## src/rtl/cmd_spi_rx_fifo.sv

```systemverilog
`default_nettype none
// ============================================================================
// Module   : cmd_spi_rx_fifo
// Brief    : Mode-0 SPI slave byte receiver feeding a byte FIFO; the control
//            unit reads the head byte and pops it with a single-cycle next.
// Options  : CMD_RX_DROP_COUNT_EN adds a 16-bit saturating dropped-byte count.
// Revision : 1.0 - initial release
// ============================================================================
module cmd_spi_rx_fifo #(
   parameter int FIFO_DEPTH  = 64,
   parameter int SYNC_STAGES = 2
) (
   input  logic                         clk,
   input  logic                         reset,
   input  logic                         spi_sck,
   input  logic                         spi_cs_n,
   input  logic                         spi_mosi,
   output logic [7:0]                   out_byte,
   output logic                         out_valid,
   input  logic                         next,
   output logic                         overflow,
   input  logic                         clear_overflow,
   output logic [$clog2(FIFO_DEPTH):0]  fifo_level,
   output logic                         rx_active
`ifdef CMD_RX_DROP_COUNT_EN
   ,
   output logic [15:0]                  dropped_count
`endif
);

   localparam int                c_AW    = $clog2(FIFO_DEPTH);
   localparam logic [c_AW:0]     c_DEPTH = (c_AW+1)'(FIFO_DEPTH);
   localparam int                c_FW    = $clog2(SYNC_STAGES + 2);
   localparam logic [c_FW-1:0]   c_FLUSH = c_FW'(SYNC_STAGES + 1);

   typedef enum logic [0:0] {
      ST_IDLE  = 1'b0,
      ST_SHIFT = 1'b1
   } state_t;

   // Synchroniser chains plus one delayed copy of the last stage for edge detect
   logic [SYNC_STAGES-1:0] r_sck_sync;
   logic [SYNC_STAGES-1:0] r_cs_sync;
   logic [SYNC_STAGES-1:0] r_mosi_sync;
   logic                   r_sck_d;
   logic                   r_cs_d;
   logic [c_FW-1:0]        r_flush_cnt;

   logic                   w_sck;
   logic                   w_cs_n;
   logic                   w_mosi;
   logic                   w_sync_ok;
   logic                   w_sck_rise;
   logic                   w_cs_fall;
   logic                   w_cs_rise;

   // Receiver state
   state_t                 r_state;
   state_t                 w_state_nxt;
   logic [2:0]             r_bit_cnt;
   logic [2:0]             w_bit_cnt_nxt;
   logic [7:0]             r_shift;
   logic [7:0]             w_shift_nxt;
   logic [7:0]             w_push_byte;
   logic                   w_push;

   // FIFO state
   logic [7:0]             r_mem [0:FIFO_DEPTH-1];
   logic [c_AW-1:0]        r_wr_ptr;
   logic [c_AW-1:0]        r_rd_ptr;
   logic [c_AW:0]          r_level;
   logic                   r_overflow;
   logic                   w_full;
   logic                   w_pop;
   logic                   w_wr_en;
   logic                   w_drop;

   assign w_sck  = r_sck_sync[SYNC_STAGES-1];
   assign w_cs_n = r_cs_sync[SYNC_STAGES-1];
   assign w_mosi = r_mosi_sync[SYNC_STAGES-1];

   // Edges are ignored until the chains have flushed their reset values, so a
   // CS held low across reset cannot look like a fresh falling edge.
   assign w_sync_ok  = (r_flush_cnt == c_FLUSH);
   assign w_sck_rise = w_sync_ok &  w_sck  & ~r_sck_d;
   assign w_cs_fall  = w_sync_ok & ~w_cs_n &  r_cs_d;
   assign w_cs_rise  = w_sync_ok &  w_cs_n & ~r_cs_d;

   // Synchronise the asynchronous SPI pins and count off the post-reset flush
   always_ff @(posedge clk) begin
      if (reset) begin
         r_sck_sync  <= '0;
         r_cs_sync   <= '1;
         r_mosi_sync <= '0;
         r_sck_d     <= 1'b0;
         r_cs_d      <= 1'b1;
         r_flush_cnt <= '0;
      end else begin
         r_sck_sync  <= {r_sck_sync[SYNC_STAGES-2:0], spi_sck};
         r_cs_sync   <= {r_cs_sync[SYNC_STAGES-2:0], spi_cs_n};
         r_mosi_sync <= {r_mosi_sync[SYNC_STAGES-2:0], spi_mosi};
         r_sck_d     <= w_sck;
         r_cs_d      <= w_cs_n;
         if (!w_sync_ok) r_flush_cnt <= r_flush_cnt + 1'b1;
      end
   end

   // Receiver state register, bit counter and shift register
   always_ff @(posedge clk) begin
      if (reset) begin
         r_state   <= ST_IDLE;
         r_bit_cnt <= '0;
         r_shift   <= '0;
      end else begin
         r_state   <= w_state_nxt;
         r_bit_cnt <= w_bit_cnt_nxt;
         r_shift   <= w_shift_nxt;
      end
   end

   // Receiver next state: CS framing, MSB-first shifting, push on 8th bit
   always_comb begin
      w_state_nxt   = r_state;
      w_bit_cnt_nxt = r_bit_cnt;
      w_shift_nxt   = r_shift;
      w_push        = 1'b0;
      w_push_byte   = {r_shift[6:0], w_mosi};
      case (r_state)
         ST_IDLE: begin
            w_bit_cnt_nxt = '0;
            if (w_cs_fall) begin
               w_shift_nxt = '0;
               w_state_nxt = ST_SHIFT;
            end
         end
         ST_SHIFT: begin
            // A CS rise discards any partial byte and beats a coincident sck edge
            if (w_cs_rise) begin
               w_state_nxt   = ST_IDLE;
               w_bit_cnt_nxt = '0;
               w_shift_nxt   = '0;
            end else if (w_sck_rise) begin
               w_shift_nxt = w_push_byte;
               if (r_bit_cnt == 3'd7) begin
                  w_push        = 1'b1;
                  w_bit_cnt_nxt = '0;
               end else begin
                  w_bit_cnt_nxt = r_bit_cnt + 3'd1;
               end
            end
         end
         default: w_state_nxt = ST_IDLE;
      endcase
   end

   assign rx_active = (r_state == ST_SHIFT);

   // A pop on a full FIFO frees the slot the simultaneous push needs
   assign w_full  = (r_level == c_DEPTH);
   assign w_pop   = next & (r_level != '0);
   assign w_wr_en = w_push & (~w_full | w_pop);
   assign w_drop  = w_push & w_full & ~w_pop;

   // Byte storage; contents need no reset since the pointers define validity
   always_ff @(posedge clk) begin
      if (w_wr_en) r_mem[r_wr_ptr] <= w_push_byte;
   end

   // FIFO pointers, entry count and sticky overflow flag
   always_ff @(posedge clk) begin
      if (reset) begin
         r_wr_ptr   <= '0;
         r_rd_ptr   <= '0;
         r_level    <= '0;
         r_overflow <= 1'b0;
      end else begin
         if (w_wr_en) r_wr_ptr <= r_wr_ptr + 1'b1;
         if (w_pop)   r_rd_ptr <= r_rd_ptr + 1'b1;
         case ({w_wr_en, w_pop})
            2'b10:   r_level <= r_level + 1'b1;
            2'b01:   r_level <= r_level - 1'b1;
            default: r_level <= r_level;
         endcase
         if (w_drop)              r_overflow <= 1'b1;
         else if (clear_overflow) r_overflow <= 1'b0;
      end
   end

`ifdef CMD_RX_DROP_COUNT_EN
   logic [15:0] r_drop_cnt;

   // Saturating count of dropped bytes; a drop coincident with clear leaves 1
   always_ff @(posedge clk) begin
      if (reset) begin
         r_drop_cnt <= '0;
      end else if (w_drop) begin
         if (clear_overflow)             r_drop_cnt <= 16'd1;
         else if (r_drop_cnt != 16'hFFFF) r_drop_cnt <= r_drop_cnt + 16'd1;
      end else if (clear_overflow) begin
         r_drop_cnt <= '0;
      end
   end

   assign dropped_count = r_drop_cnt;
`endif

   // Head byte is gated by the registered count so it reads 0 when empty
   assign out_valid  = (r_level != '0);
   assign out_byte   = out_valid ? r_mem[r_rd_ptr] : 8'h00;
   assign overflow   = r_overflow;
   assign fifo_level = r_level;

endmodule
`default_nettype wire

```

## config.mk

```make
export PLATFORM = sky130hd
export DESIGN_NAME = cmd_spi_rx_fifo
export DESIGN_NICKNAME = d
export VERILOG_FILES = /design/src/rtl/cmd_spi_rx_fifo.sv
export SDC_FILE = /design/constraint.sdc
export NUM_CORES = 1
export LEC_CHECK = 0
export BUFFER_PORTS_ARGS = -buffer_cell sky130_fd_sc_hd__buf_2
export CAP_MARGIN = 5
export CORE_ASPECT_RATIO = 0.9
export CORE_MARGIN = 2
export CORE_UTILIZATION = 40
export DETAILED_ROUTE_END_ITERATION = 6
export GPL_TIMING_DRIVEN = 0
export PLACE_DENSITY = 0.52
export SLEW_MARGIN = 20
export SYNTH_ARGS = -nofsm -noshare
export SYNTH_HDL_FRONTEND = slang
export SYNTH_SLANG_ARGS = --single-unit
```

## constraint.sdc

```tcl
create_clock -name clk -period 5.7 [get_ports clk]
set_input_delay 1.14 -clock clk [delete_from_list [all_inputs] [get_ports clk]]
set_output_delay 1.14 -clock clk [all_outputs]
set_load 0.01 [all_outputs]
```

Word level (Yosys, flattened, before mapping)
Memory sizes are Yosys's and may differ from the RTL's. A register that Yosys moved wholly into a read port is not among the register bits.
Cells that the tools add are included.

storage, ports and cells
  input port bits = 7
  memories kept = 1
  RAM bits = 512
  output and inout bits = 18
  register bits = 41
  logic and storage cells = 71

memories
  memory  depth  bits a word  read ports  clocked after memory_dff  write ports  line  RTL
  r_mem   64     8            1           1                         1            68    logic [7:0] r_mem [0:FIFO_DEPTH-1];

cells by class
  reductions and logical operators = 4
  equal/unequal tests = 7
  muxes and demuxes = 23
  $add $sub $neg = 6
  bitwise operators = 17

operators with widths
  cell                   count
  $pmux W7 S2            2
  $mux W7                3
  $add A6 B1 Y6 const B  2
  $mux W6                2
  $and A1 B1 Y1          10
  $mux W1                10
  $mux W3                3
  $mux W8                1
  $add A7 B1 Y7 const B  1
  $eq A7 B7 Y1 const B   1
  $reduce_bool A7 Y1     1
  $sub A7 B1 Y7 const B  1
  $not A1 Y1             6
  $pmux W3 S2            1
  $eq A2 B2 Y1 const B   2
  $reduce_bool A2 Y1     2
  $add A3 B1 Y3 const B  1
  $eq A3 B3 Y1 const B   1
  $ne A3 B3 Y1 const B   1
  $add A2 B1 Y2 const B  1
  $eq A2 B1 Y1 const B   1
  $ne A2 B2 Y1 const B   1
  $pmux W1 S2            1
  $reduce_and A2 Y1      1
  $or A1 B1 Y1           1

Logic depth before layout (Yosys ltp)
  depth in word-level cells = 9
  depth in mapped cells = 12
  depth with buffers taken out = 12

Worst setup path after synthesis
Ideal clock, no wire load.

  path type = input to register
  start point = in next
  end point = reg r_level[6] (netlist: fifo_level[6])
  stages = 10
  library setup time = 0.122 ns
  path slack = 2.534 ns
  data arrival time = 3.044 ns
  buffers on the path = 1
  data required time = 5.578 ns
  cell sequence = o41a_1 > clkbuf_1 > nand2_2 > inv_1 > ha_1 > a211oi_1 > o21bai_1 > a21oi_1 > mux2i_1 > nand3_1

on the way
  longest elaborated chain between the ends = 5
  elaborated cells between the ends (all ways) = 7
  those cells by class = eq/ne: 2; mux: 1; bitwise: 3; reduce/logical: 1

RTL lines
  item                                                      line  RTL
  start: declaration                                        20    input logic next,
  $and A1 B1 Y1 *                                           160   assign w_pop = next & (r_level != '0);
  $or A1 B1 Y1                                              161   assign w_wr_en = w_push & (~w_full | w_pop);
  $and A1 B1 Y1                                             161
  $eq A2 B1 Y1 / $eq A2 B2 Y1 (equally long branches)       179   case ({w_wr_en, w_pop})
  $pmux W7 S2 / $reduce_bool A2 Y1 (equally long branches)  -
  end signal: assignment                                    180   2'b10: r_level <= r_level + 1'b1;
  end signal: assignment                                    181   2'b01: r_level <= r_level - 1'b1;
  end signal: assignment                                    182   default: r_level <= r_level;
  end: declaration                                          71    logic [c_AW:0] r_level;

Mark *: on every way between the ends. The rest lies on a longest branch, timed or not.
A chain may end at the register's enable or synchronous reset.

==> impl_metrics.csv <==
group,metric,value,unit
synthesis,syn-num-nets,1152,
clocking,path_clk_slew,60,ps
synthesis,syn_area,21900,µm²
die,initial_core_util,0.404,
drt,drt_iter0_markers,1157,
worst_setup_path,cp_data_required_time,4560,ps
power_and_ir_drop,clock_power_share,0.451,
power_and_ir_drop,seq_power_share,0.530,
sta,setup_viol,0,
clocking,cts_tree,"done",
synthesis,yosysMostFrequentCell,"edfxtp_1",
worst_setup_path,critPathArrivalTime,4140,ps
power_and_ir_drop,combPwrFrac,0.020,
grt,antenna_found_initial,0,
drt,drc,0,
synthesis,syn_avg_cell_area,19.3,µm²
sta,whs,413,ps
worst_setup_path,slowest_delay,530,ps
place,gp_congestion,0.917,
power_and_ir_drop,ir_worst_vdd,0.000231,V
grt,grt_pass1_vias,11600,
die,die-height,226,µm
final_layout,fill_cells,4621,
final_layout,drive_gt1_frac,0.237,
worst_setup_path,crit_path_start_kind,"register",
final_layout,syn_to_final_growth,13.5,%
synthesis,synth_common_cells,"512 x edfxtp_1, 128 x mux4_2, 90 x nor2_1",
die,row_count,81,
die,io_pins,25,
sta,hold_violations,0,
drt,via_per_inst,5.86,
die,core-area,54200,µm²
die,die_area,56700,µm²
synthesis,yosys_warnings,0,
grt,grt_max_degree,67,
sta,slew-limit-headroom,0.204,
power_and_ir_drop,sw_frac_of_total,0.199,
synthesis,ys.flop_type,"edfxtp_1",
drt,vias,11500,
worst_setup_path,path_delay_family,"buffers and inverters",
clocking,post_cts_buffers,0,
drt,drt-wirelength-per-cell,30.2,µm
sta,max_freq,189,MHz
sta,fin_skew,16.4,ps
synthesis,synth_edf_count,512,
clocking,insertion_delay,610,ps
grt,track_usage,0.215,
synthesis,synthTopCellsByArea,"edfxtp_1 70%, mux4_2 13%, dfxtp_1 4.3%, nor2_1 1.5%, mux2i_1 0.96%",
grt,grt_pass1_wl,85.2,mm
power_and_ir_drop,switching_power,1660,µW
sta,setup_tns,0,ps
run_status,outcome,"complete, no violations",
clocking,htreeDepth,2,
power_and_ir_drop,power.internal,6690,µW
synthesis,synth_area_leader_cell,"edfxtp_1",
synthesis,ys_seq_area_frac,0.745,
drt,ant_nets,0,
worst_setup_path,crit_fanout,10,
place,hpwl,37.9,mm
sta,rsz0062_at_grt,"false",
worst_setup_path,cp_cell_sequence,"buf_2, buf_2, buf_2, mux4_2, o221ai_1, o21ai_0, o2111ai_1, o21ai_0, buf_2",
drt,dr.pass1.iters,5,
synthesis,synth_top_area_share,0.702,
clocking,cts-root-buf,"clkbuf_16",
worst_setup_path,setup.worst_path.class,"register to output port",
hold_path,hold_path.class,"register to register",
power_and_ir_drop,p_leak,0.00770,µW
clocking,cts.sinks,559,
job,cap_violations,0,
clocking,cts_hold_buffers,0,
clocking,clockBufferDepth,3,
final_layout,final_nets,1236,
sta,tightest_slew,1190,ps
sta,slew_viol_final,0,
synthesis,async_reset_ff_frac,0,
synthesis,synth_cell_type_count,60,
clocking,ctsResizeCount,0,
worst_setup_path,critPathSlowestCell,"buf_2",
synthesis,syn-instance-count,1134,
die,die_w,251,µm
final_layout,n_antenna_cell,0,
synthesis,ys_seq_elements,559,
clocking,cts_buffers,56,
sta,period_minus_slack,5280,ps
place,numPortBuffers,23,
sta,period_share,0.926,
worst_setup_path,crit_buf_inv,4,
drt,drt-total-wl,59.5,mm
worst_setup_path,cp_common_cell,"buf_2",
power_and_ir_drop,powerDensity,336,nW/µm²
grt,grt_remaining_overflow,0,
worst_setup_path,end_kind,"output port",
## metal layers
metal | track usage | part of all wire
met5 | 0 | 0
met3 | 0.0384 | 0.077
met2 | 0.327 | 0.45
met1 | 0.315 | 0.45
met4 | 0.0730 | 0.031
## sequential cells by signal (all words and copies together), names as in the netlist, named ones only
register	count
fifo_level	7
r_sck_d	1
r_cs_sync	2
r_wr_ptr	6
r_mem	512
r_rd_ptr	6
r_flush_cnt	2
r_shift	7
r_bit_cnt	3
r_cs_d	1
overflow	1
r_mosi_sync	2
r_sck_sync	2
rx_active	1
## cells in the final DEF, fill, tap and decap left out, drive strengths merged, types with 5 or more instances in the layout
cell type  instances
a22o               8
nor3              13
xor2               9
nand2             23
nand3b             5
a22oi             14
inv                7
bufinv             8
nand2b             5
ha                10
nand3             21
a221oi             5
or2                7
mux4             128
and2               5
nor2              90
a21oi             31
clkinv            24
mux2i             21
edfxtp           512
nor2b             15
o22ai              9
dfxtp             47
buf               60
o21ai             20
o221ai            12
mux2               5
a211oi             5
clkbuf            96
## metrics by stage
stage | utilization | power [µW] | cells | area [µm²] | worst slack, ps
6_report | 0.459 | 8350 | 1970 | 24900 | 421
5_1_grt | 0.459 | 8590 | 1970 | 24900 | 225
4_1_cts | 0.459 | 8410 | 1970 | 24900 | 389
3_5_place_dp | 0.424 | 4670 | 1865 | 23000 | 1060
3_3_place_gp | 0.423 | 4670 | 1862 | 22900 | 1030
2_1_floorplan | - | 4610 | 1134 | 21900 | 2530
## cell families after synthesis
logic type               share of synthesized area
AO/OA/AOI/OAI                               0.0413
XOR/XNOR                                   0.00440
flip-flops                                   0.745
adder cells (fa/ha/maj)                    0.00662
multiplexers                                 0.144
AND/OR/NAND/NOR                             0.0456
buffers and inverters                       0.0138
## cell type report
type	instances	area (µm²)	share of cell area
clock buffers	69	1480	0.0595
multi-input cells	508	5310	0.213
clock inverters	36	383	0.0154
flip-flops and latches	559	16300	0.657
plain buffers	61	280	0.0113
repair buffers	26	183	0.00734
well taps	705	882	0.0355
inverters	6	22.5	0.000905
## power groups by stage
| stage | combinational [µW] | sequential (µW) | clock [µW] |
|---|---|---|---|
| final | 165 | 4420 | 3760 |
| after global routing | 177 | 4420 | 3990 |
| after CTS | 166 | 4420 | 3830 |
| after detailed placement | 165 | 4510 | 0 |
| after global placement | 155 | 4520 | 0 |
| after floorplan | 102 | 4510 | 0 |
## worst paths after layout
check                       from           end  slack (ps)  depth (start not counted)
hold / removal      r_cs_sync[0]  r_cs_sync[1]         410                          1
hold reg to reg     r_cs_sync[0]  r_cs_sync[1]         410                          1
setup reg to reg  r_flush_cnt[0]  r_mem[26][0]        1880                          7
setup / recovery        register   out_byte[3]         420                          9
## worst register-to-register path: cells and delay by family (launching register included)
kind,cells,cell delay [ps]
adder cells (fa/ha/maj),1,150
buffers and inverters,1,320
AND/OR/NAND/NOR,5,2650
flip-flops,1,340
Power figures use the tool's default switching activity.
